$ cat src/rtl/cpu_pkg.sv
`default_nettype none
// ============================================================================
//  Module      : cpu_pkg
//  Description : Shared ALU op codes, ALU class / funct encodings and decode.
//  Revision    : 1.0
// ============================================================================
package cpu_pkg;

    localparam logic [3:0] ALU_AND = 4'b0000;
    localparam logic [3:0] ALU_OR  = 4'b0001;
    localparam logic [3:0] ALU_ADD = 4'b0010;
    localparam logic [3:0] ALU_SUB = 4'b0110;
    localparam logic [3:0] ALU_NOR = 4'b1100;
    localparam logic [3:0] ALU_XOR = 4'b1101;

    typedef enum logic [1:0] {
        CLS_ADD   = 2'b00,
        CLS_SUB   = 2'b01,
        CLS_RTYPE = 2'b10,
        CLS_OR    = 2'b11
    } alu_class_e;

    localparam logic [5:0] FN_ADD  = 6'h20;
    localparam logic [5:0] FN_ADDU = 6'h21;
    localparam logic [5:0] FN_SUB  = 6'h22;
    localparam logic [5:0] FN_SUBU = 6'h23;
    localparam logic [5:0] FN_AND  = 6'h24;
    localparam logic [5:0] FN_OR   = 6'h25;
    localparam logic [5:0] FN_XOR  = 6'h26;
    localparam logic [5:0] FN_NOR  = 6'h27;

    typedef struct packed {
        logic [3:0] op;
        logic       illegal;
    } op_dec_t;

    // Unsupported R-type functs fall back to ADD and raise the illegal flag.
    function automatic op_dec_t decode_op(input logic [1:0] cls, input logic [5:0] funct);
        op_dec_t d;
        d.op      = ALU_ADD;
        d.illegal = 1'b0;
        case (cls)
            CLS_ADD: d.op = ALU_ADD;
            CLS_SUB: d.op = ALU_SUB;
            CLS_OR:  d.op = ALU_OR;
            default: begin
                case (funct)
                    FN_ADD:  d.op = ALU_ADD;
                    FN_SUB:  d.op = ALU_SUB;
                    FN_AND:  d.op = ALU_AND;
                    FN_OR:   d.op = ALU_OR;
                    FN_XOR:  d.op = ALU_XOR;
                    FN_NOR:  d.op = ALU_NOR;
                    FN_ADDU, FN_SUBU: d.illegal = 1'b1;
                    default: d.illegal = 1'b1;
                endcase
            end
        endcase
        return d;
    endfunction

endpackage
`default_nettype wire

$ cat src/rtl/fwd_mux.sv
`default_nettype none
// ============================================================================
//  Module      : fwd_mux
//  Description : Three-way operand forwarding select (EX/MEM > MEM/WB > RF).
//  Revision    : 1.0
// ============================================================================
module fwd_mux #(
    parameter int W  = 32,
    parameter int RW = 5
) (
    input  logic [RW-1:0] idx_i,
    input  logic [W-1:0]  rf_data_i,
    input  logic          exmem_reg_write_i,
    input  logic [RW-1:0] exmem_rd_i,
    input  logic [W-1:0]  exmem_data_i,
    input  logic          memwb_reg_write_i,
    input  logic [RW-1:0] memwb_rd_i,
    input  logic [W-1:0]  memwb_data_i,
    output logic [W-1:0]  data_o
);

    logic exmem_hit;
    logic memwb_hit;

    assign exmem_hit = exmem_reg_write_i && (exmem_rd_i != '0) && (exmem_rd_i == idx_i);
    assign memwb_hit = memwb_reg_write_i && (memwb_rd_i != '0) && (memwb_rd_i == idx_i);

    always_comb begin
        data_o = rf_data_i;
        if (exmem_hit) begin
            data_o = exmem_data_i;
        end else if (memwb_hit) begin
            data_o = memwb_data_i;
        end
    end

endmodule
`default_nettype wire

$ cat src/rtl/ex_operand_stage.sv
`default_nettype none
// ============================================================================
//  Module      : ex_operand_stage
//  Description : ID/EX register with ALU op decode and operand forwarding.
//  Revision    : 1.0
// ============================================================================
module ex_operand_stage
    import cpu_pkg::*;
#(
    parameter int W  = 32,
    parameter int RW = 5
) (
    input  logic          clk,
    input  logic          rst_n,
    input  logic          stall,
    input  logic          flush,
    input  logic          id_valid,
    input  logic [W-1:0]  id_rs_data,
    input  logic [W-1:0]  id_rt_data,
    input  logic [RW-1:0] id_rs,
    input  logic [RW-1:0] id_rt,
    input  logic [RW-1:0] id_rd,
    input  logic [15:0]   id_imm,
    input  logic          id_imm_zext,
    input  logic          id_alu_src,
    input  logic [1:0]    id_alu_class,
    input  logic [5:0]    id_funct,
    input  logic          id_reg_write,
    input  logic          exmem_reg_write,
    input  logic          memwb_reg_write,
    input  logic [RW-1:0] exmem_rd,
    input  logic [RW-1:0] memwb_rd,
    input  logic [W-1:0]  exmem_data,
    input  logic [W-1:0]  memwb_data,
    output logic [W-1:0]  din_A,
    output logic [W-1:0]  din_B,
    output logic [3:0]    op,
    output logic          ex_valid,
    output logic [RW-1:0] ex_rd,
    output logic          ex_reg_write,
    output logic          ex_illegal
);

    typedef struct packed {
        logic          valid;
        logic          reg_write;
        logic          illegal;
        logic          alu_src;
        logic [3:0]    op;
        logic [RW-1:0] rs;
        logic [RW-1:0] rt;
        logic [RW-1:0] rd;
        logic [W-1:0]  rs_data;
        logic [W-1:0]  rt_data;
        logic [W-1:0]  imm_ext;
    } ex_reg_t;

    ex_reg_t ex_q;
    ex_reg_t ex_d;
    op_dec_t dec;
    logic [W-1:0] imm_ext;
    logic [W-1:0] fwd_rs;
    logic [W-1:0] fwd_rt;

    assign dec     = decode_op(id_alu_class, id_funct);
    assign imm_ext = id_imm_zext ? {{(W-16){1'b0}}, id_imm}
                                 : {{(W-16){id_imm[15]}}, id_imm};

    // Flush beats stall; an all-zero record is the bubble.
    always_comb begin
        ex_d = ex_q;
        if (flush) begin
            ex_d = '0;
        end else if (!stall) begin
            ex_d.valid     = id_valid;
            ex_d.reg_write = id_reg_write;
            ex_d.illegal   = dec.illegal;
            ex_d.alu_src   = id_alu_src;
            ex_d.op        = dec.op;
            ex_d.rs        = id_rs;
            ex_d.rt        = id_rt;
            ex_d.rd        = id_rd;
            ex_d.rs_data   = id_rs_data;
            ex_d.rt_data   = id_rt_data;
            ex_d.imm_ext   = imm_ext;
        end
    end

    always_ff @(posedge clk or negedge rst_n) begin
        if (!rst_n) begin
            ex_q <= '0;
        end else begin
            ex_q <= ex_d;
        end
    end

    fwd_mux #(.W(W), .RW(RW)) u_fwd_rs (
        .idx_i             (ex_q.rs),
        .rf_data_i         (ex_q.rs_data),
        .exmem_reg_write_i (exmem_reg_write),
        .exmem_rd_i        (exmem_rd),
        .exmem_data_i      (exmem_data),
        .memwb_reg_write_i (memwb_reg_write),
        .memwb_rd_i        (memwb_rd),
        .memwb_data_i      (memwb_data),
        .data_o            (fwd_rs)
    );

    fwd_mux #(.W(W), .RW(RW)) u_fwd_rt (
        .idx_i             (ex_q.rt),
        .rf_data_i         (ex_q.rt_data),
        .exmem_reg_write_i (exmem_reg_write),
        .exmem_rd_i        (exmem_rd),
        .exmem_data_i      (exmem_data),
        .memwb_reg_write_i (memwb_reg_write),
        .memwb_rd_i        (memwb_rd),
        .memwb_data_i      (memwb_data),
        .data_o            (fwd_rt)
    );

    assign din_A        = fwd_rs;
    assign din_B        = ex_q.alu_src ? ex_q.imm_ext : fwd_rt;
    assign op           = ex_q.op;
    assign ex_valid     = ex_q.valid;
    assign ex_rd        = ex_q.rd;
    assign ex_reg_write = ex_q.reg_write & ex_q.valid;
    assign ex_illegal   = ex_q.illegal;

endmodule
`default_nettype wire

$ cat config.mk
export PLATFORM = sky130hd
export DESIGN_NAME = ex_operand_stage
export DESIGN_NICKNAME = d
export VERILOG_FILES = /design/src/rtl/cpu_pkg.sv /design/src/rtl/fwd_mux.sv /design/src/rtl/ex_operand_stage.sv
export SDC_FILE = /design/constraint.sdc
export NUM_CORES = 1
export LEC_CHECK = 0
export ABC_CLOCK_PERIOD_IN_PS = 5150
export CAP_MARGIN = 20
export CORE_AREA = 2 2 88 174
export CTS_BUF_LIST = sky130_fd_sc_hd__clkbuf_8 sky130_fd_sc_hd__clkbuf_16
export DETAILED_ROUTE_END_ITERATION = 6
export DIE_AREA = 0 0 90 176
export GPL_ROUTABILITY_DRIVEN = 1
export PLACE_DENSITY_LB_ADDON = 0.08
export SYNTH_ARGS = -nofsm -noshare
export SYNTH_HDL_FRONTEND = slang
export SYNTH_SLANG_ARGS = --single-unit
$ cat constraint.sdc
create_clock -name clk -period 5.15 [get_ports clk]
set_clock_uncertainty 0.05 [all_clocks]
set_input_delay 1.545 -clock clk [delete_from_list [all_inputs] [get_ports clk]]
set_output_delay 1.545 -clock clk [all_outputs]
set_load 0.02 [all_outputs]
==> impl_metrics.toml, run 1 <==
[power_and_ir_drop]
leakage_nw = 4.53
p_clk_share_pct = 30.4
peakVddDrop_mv = 0.168
swShare_pct = 30.1
seq_power_share_pct = 41.9
p_comb_share_pct = 27.7
internal_power_mw = 1.50
power_density_nw_per_um2 = 221
power.switching_mw = 0.645

[worst_setup_path]
reg2reg_slack_ns = 4.16
start_kind = "input port"
cp_slowest_stage_delay_ns = 0.47
critPathKind = "input port to output pin"
r2r_cells = 2
crit_required_ns = 3.56
cp.depth = 9
worstPathArrival_ns = 3.51
cpMaxStageDelayCell = "or4_4"
crit_chain = "dlygate4sd2_1 > or4_4 > o21a_4 > nand3_4 > buf_4 > buf_12 > a221oi_2 > o31ai_1 > clkdlybuf4s15_2"
worst_setup_path_end_kind = "output pin"
crit_family = "buffers and inverters"
crit_fanout = 11
cp_num_buf_inv = 4

[global_route]
grt_max_degree = 105
antenna_found_initial = 6
grt_use_total_pct = 29.9
grt-ovfl-total = 0
grt_pass1_vias = 6715
grt_pass1_wl_um = 36700

[worst_hold_path]
hold_path.class = "register to register"
hold_depth = 2

[detailed_routing]
routedWlPerCell_um = 21.2
dr.pass1.iters = 5
avgViaCountPerCell = 5.62
vias = 6366
drc = 0
antenna_left = 0
drt_iter0_markers = 396
wl_um = 24100

[die]
die_area_um2 = 15800
start_util_pct = 43.3
rows = 62
io_pins = 263
die-width_um = 90
fp.coreArea_um2 = 14400
die_h_um = 176

[cts]
htreeDepth = 3
ctsLongestPathBuffers = 2
cts_root_buffer = "clkbuf_16"
clk_pin_slew_ns = 0.07
numCtsBuffers = 9
cts_tree = "built"
clk_latency_ns = 0.35
cts.sinks = 104

[synthesis]
netlist_top_cells_count = "nor2_1 (172), mux2i_1 (132), dfrtp_1 (104)"
synth_area_um2 = 6250
yosysMostFrequentCell = "nor2_1"
synth_cell_types = 31
ys.flop_type = "dfrtp_1"
synth_edf_count = 0
ys_seq_area_share_pct = 41.6
async_reset_ff_share_pct = 100
synth_top_area_share_pct = 41.6
synth_warnings = 0
synth_top_area_cell = "dfrtp_1"
syn-num-nets = 862
ys_ff_latch = 104
avgSynthCellArea_um2 = 9.26
synth.top_cells.by_area = "dfrtp_1 (42%), mux2i_1 (21%), nor2_1 (10%)"
synth_cells = 675

[timing]
tightest_slew_ns = 1.13
fin_setup_tns_ns = 0
timing.fmax_mhz = 196
min_period_over_period_pct = 99.2
rsz0062_at_grt = "true"
slew_viol_final = 0
fin_crit_ns = 5.11
fin_hold_ws_ns = 0.466
slew_headroom_pct = 24.8
finalHoldViolations = 0
setup_viol = 0

[flow_run]
maxCapViolations = 0

[finish]
drive_gt1_share_pct = 17.6
post-route-cell-area_um2 = 9700
syn_to_final_growth_pct = 55.2
utilization_pct = 67.2
nets = 1117
stdcell_count = 1133

[placed_design]
place_congestion = 0.845
post-dp-hpwl_um = 15600
portBuffers = 262
postPlaceCellArea_um2 = 9040
place_inst = 1085

[run_status]
status = "finished, final reports clean"
-- repair_timing --
item | 4_1_cts | 5_1_grt
endpoints found under the setup margin | 64 | 53
resized for setup | 284 | 44
pin swaps | 11 | 3
hold buffers | 0 | 0
setup buffers | 18 | 1
cloned | 6 | 1
-- registers in the layout (all words and copies together), names as in the netlist --
register	count
ex_q	93
ex_valid	1
ex_rd	5
ex_illegal	1
op	4
-- tightest hold or removal path, stage by stage (launching register included) --
cell and delay, ns:
dfrtp_1 0.34, a21oi_1 0.06, nor2_1 0.07
-- cell usage in the layout (no fill, tap or decap), types with 2 or more instances in the layout --
master / synthesis / routed
diode_2: 0 / 6
inv_1: 1 / 2
a221oi_1: 32 / 19
clkdlybuf4s15_1: 0 / 2
nand3_1: 3 / 3
buf_6: 5 / 4
xnor2_1: 10 / 7
o31ai_1: 32 / 31
buf_8: 0 / 2
dlygate4sd2_1: 0 / 8
nor2_2: 0 / 2
clkinv_2: 0 / 2
buf_16: 0 / 4
a221oi_2: 0 / 12
and3_1: 32 / 32
xor2_1: 11 / 10
clkbuf_2: 0 / 7
dfrtp_1: 104 / 103
a21oi_1: 35 / 35
a22oi_1: 2 / 2
buf_2: 8 / 37
buf_4: 12 / 36
nand2_1: 18 / 18
clkdlybuf4s15_2: 0 / 14
mux2i_1: 132 / 132
and4_4: 1 / 2
nor3_2: 0 / 2
inv_6: 0 / 2
clkdlybuf4s50_1: 0 / 185
or4_4: 0 / 3
clkbuf_16: 0 / 10
xnor2_2: 0 / 3
buf_12: 0 / 12
nor3b_1: 3 / 3
nor2_1: 172 / 170
-- layer usage --
layer	part of all wire, %	GRT usage [%]
met1	36	33.0
met2	54	54.7
met3	5.2	4.01
met4	4.5	17.1
met5	0	0
-- per-stage QoR --
step / power, mW / setup slack [ns]
floorplan: 1.17 / 0.290
global placement: 1.49 / -0.656
global route: 2.22 / -0.00142
detailed placement: 1.50 / -0.718
finish: 2.14 / 0.0427
CTS: 2.14 / -0.0198
-- cell type report --
| class | instances | area [um^2] |
|---|---|---|
| fillers | 1238 | 4730 |
| diodes | 6 | 15.0 |
| clock buffers | 9 | 225 |
| repair buffers | 314 | 3080 |
| multi-input cells | 500 | 3480 |
| well taps | 192 | 240 |
| flip-flops and latches | 104 | 2600 |
| inverters | 1 | 3.75 |
| clock inverters | 7 | 47.5 |
-- power groups by stage --
| stage | sequential (mW) | clock, mW | combinational, mW |
|---|---|---|---|
| after floorplan | 0.897 | 0 | 0.268 |
| after global placement | 0.908 | 0 | 0.579 |
| after detailed placement | 0.910 | 0 | 0.589 |
| after CTS | 0.895 | 0.662 | 0.587 |
| after global routing | 0.902 | 0.690 | 0.633 |
| final | 0.897 | 0.650 | 0.593 |
-- final timing paths --
path,start,endpoint
max reg2reg,ex_q[115],ex_q[115]
min in group asynchronous,rst_n,ex_q[8]
min reg2reg,ex_q[30],ex_q[30]
max,memwb_rd[1],din_B[15]
max in group asynchronous,rst_n,ex_q[115]
min,ex_q[30],ex_q[30]
-- kinds of logic after synthesis --
group	synth area share, %
compound gates	11.8
xor+xnor	2.94
buf+inv	5.81
flops	41.6
mux	21.1
simple gates	16.7
(Power assumes the default switching activity.)
==> run 2: changes to the inputs <==
--- a/config.mk
+++ b/config.mk
@@ -11,8 +11,9 @@
 export CTS_BUF_LIST = sky130_fd_sc_hd__clkbuf_8 sky130_fd_sc_hd__clkbuf_16
 export DETAILED_ROUTE_END_ITERATION = 6
 export DIE_AREA = 0 0 90 176
-export GPL_ROUTABILITY_DRIVEN = 1
+export GPL_ROUTABILITY_DRIVEN = 0
 export PLACE_DENSITY_LB_ADDON = 0.08
+export SETUP_SLACK_MARGIN = 0.1
 export SYNTH_ARGS = -nofsm -noshare
 export SYNTH_HDL_FRONTEND = slang
 export SYNTH_SLANG_ARGS = --single-unit
==> impl_metrics.toml, run 2 (synthesis results as in run 1) <==
[detailed_routing]
drt_iter0_markers = 419
routedWlPerCell_um = 21.5
avgViaCountPerCell = 5.65
drc = 0
wl_um = 24400
vias = 6407
dr.pass1.iters = 5
antenna_left = 0

[cts]
ctsLongestPathBuffers = 2
clk_latency_ns = 0.35
clk_pin_slew_ns = 0.07
cts.sinks = 104
cts_root_buffer = "clkbuf_16"
numCtsBuffers = 9
cts_tree = "built"
cts-hold-fix-buffers = 0
htreeDepth = 3

[finish]
drive_gt1_share_pct = 19.4
final_cell_mix = "clkdlybuf4s50_1 (185), nor2_1 (168), mux2i_1 (132)"
regMostFlops = "ex_q"
post-route-cell-area_um2 = 9720
largest_reg_flops = 93
multi_input_area_um2 = 3550
fill_cells = 1219
nets = 1118
syn_to_final_growth_pct = 55.6
mostFrequentLayoutCell = "clkdlybuf4s50_1"
seqCellArea_um2 = 2600

[timing]
timing.fmax_mhz = 198
fin_hold_ws_ns = 0.467
slew_headroom_pct = 22.7
finalHoldViolations = 0
tightest_slew_ns = 1.16
fin_setup_tns_ns = 0
rsz0062_at_grt = "true"
slew_viol_final = 0
fin_crit_ns = 5.04
setup_viol = 0
min_period_over_period_pct = 97.8

[worst_setup_path]
endpoint = "din_B[22]"
rr_startpoint = "ex_q[115]"
cp_num_buf_inv = 4
crit_fanout = 11
crit_required_ns = 3.56
cp-startpoint = "exmem_rd[2]"
cp_slowest_stage_delay_ns = 0.57
critPathKind = "input port to output pin"
crit_chain = "clkdlybuf4s15_1 > or4_4 > nor2_4 > nor3_4 > buf_12 > buf_12 > a221oi_1 > o31ai_1 > buf_2"
cp_common_cell = "buf_12"
r2r_cells = 2
r2r_end = "ex_q[115]"
crit_family = "simple AND/OR/NAND/NOR gates"
worst_setup_path_end_kind = "output pin"
cp.depth = 9
cpMaxStageDelayCell = "or4_4"
worstPathArrival_ns = 3.44
start_kind = "input port"
reg2reg_slack_ns = 4.16

[die]
fp.coreArea_um2 = 14400
rows = 62
io_pins = 263
die_area_um2 = 15800
die-width_um = 90
start_util_pct = 43.3
die_h_um = 176

[placed_design]
postPlaceCellArea_um2 = 9040
portBuffers = 262
post-dp-hpwl_um = 15600

[power_and_ir_drop]
peakVddDrop_mv = 0.172
p_comb_share_pct = 27.8
seq_power_share_pct = 41.8
power_density_nw_per_um2 = 221
power.switching_mw = 0.652
internal_power_mw = 1.49
leakage_nw = 4.55
p_clk_share_pct = 30.4
swShare_pct = 30.4

[global_route]
grt_pass1_wl_um = 36200
grt_pass1_vias = 6604
grt_max_degree = 105
grt_use_total_pct = 29.3
antenna_found_initial = 6
grt-ovfl-total = 0

[run_status]
status = "finished, final reports clean"

[flow_run]
maxCapViolations = 0

[worst_hold_path]
hold_path.class = "register to register"
==> run 2: cell count changes in the layout (fill, tap and decap cells not counted), moves of 5 or more <==
cell             before  now
a221oi_1             19   13
buf_2                37   57
buf_6                 4    9
clkdlybuf4s15_2      14    1
dlygate4sd2_1         8    1
==> run 2: per-stage QoR <==
| stage | instances | worst slack [ns] | power [mW] | utilization (%) |
|---|---|---|---|---|
| floorplan | 675 | 0.290 | 1.17 | - |
| global placement | 1085 | -0.656 | 1.49 | 62.7 |
| detailed placement | 1085 | -0.718 | 1.50 | 62.7 |
| CTS | 1123 | 0.0254 | 2.15 | 66.6 |
| global route | 1134 | 0.0205 | 2.23 | 67.4 |
| finish | 1134 | 0.112 | 2.15 | 67.4 |
==> run 2: layer usage <==
layer  share of wire, %  global-route usage, %  wire length (um)  vias up
met5                  0                      0                 0        -
met4                4.4                   13.9              1070        0
met3                5.6                   4.31              1360       62
met2                 54                   54.1             13200      299
met1                 36                   32.9              8780     3143
li1                   -                      -                 -     2903
==> run 2: repair_timing <==
action,CTS,global route
buffers inserted,17,2
gates resized for setup,327,60
gates cloned,5,4
endpoints found under the setup margin,64,62
pin swaps,13,9
==> run 2: worst min-delay path by stage <==
| stage | start | to | slack (ns) | depth (start not counted) |
|---|---|---|---|---|
| 6_report | ex_q[30] | ex_q[30] | 0.47 | 2 |
| 3_3_place_gp | ex_q[30] | ex_q[30] | 0.45 | 2 |
| 4_1_cts | ex_q[30] | ex_q[30] | 0.47 | 2 |
| 5_1_grt | ex_q[76] | ex_q[76] | 0.50 | 2 |
| 3_5_place_dp | ex_q[30] | ex_q[30] | 0.46 | 2 |
| 2_1_floorplan | ex_q[117] | ex_q[117] | 0.43 | 2 |
==> run 2: layout make-up <==
class	instances	area share, %
Multi-Input combinational cell	500	36.6
Clock inverter	7	0.489
Sequential cell	104	26.8
Inverter	1	0.0386
Tap cell	192	2.47
Timing Repair Buffer	315	31.2
Clock buffer	9	2.32
Antenna cell	6	0.154
==> run 2: worst min-delay path: cells and delay by family (launching register included) <==
family           cells  cell delay [ns]
AO/OA/AOI/OAI        1             0.06
flip-flops           1             0.34
AND/OR/NAND/NOR      1             0.08
==> run 2: power by group through the flow <==
stage                     logic [mW]  clock network, mW  registers (mW)
final                          0.596              0.653           0.897
after global routing           0.636              0.689           0.902
after CTS                      0.589              0.662           0.896
after detailed placement       0.589                  0           0.910
after global placement         0.579                  0           0.908
after floorplan                0.268                  0           0.897
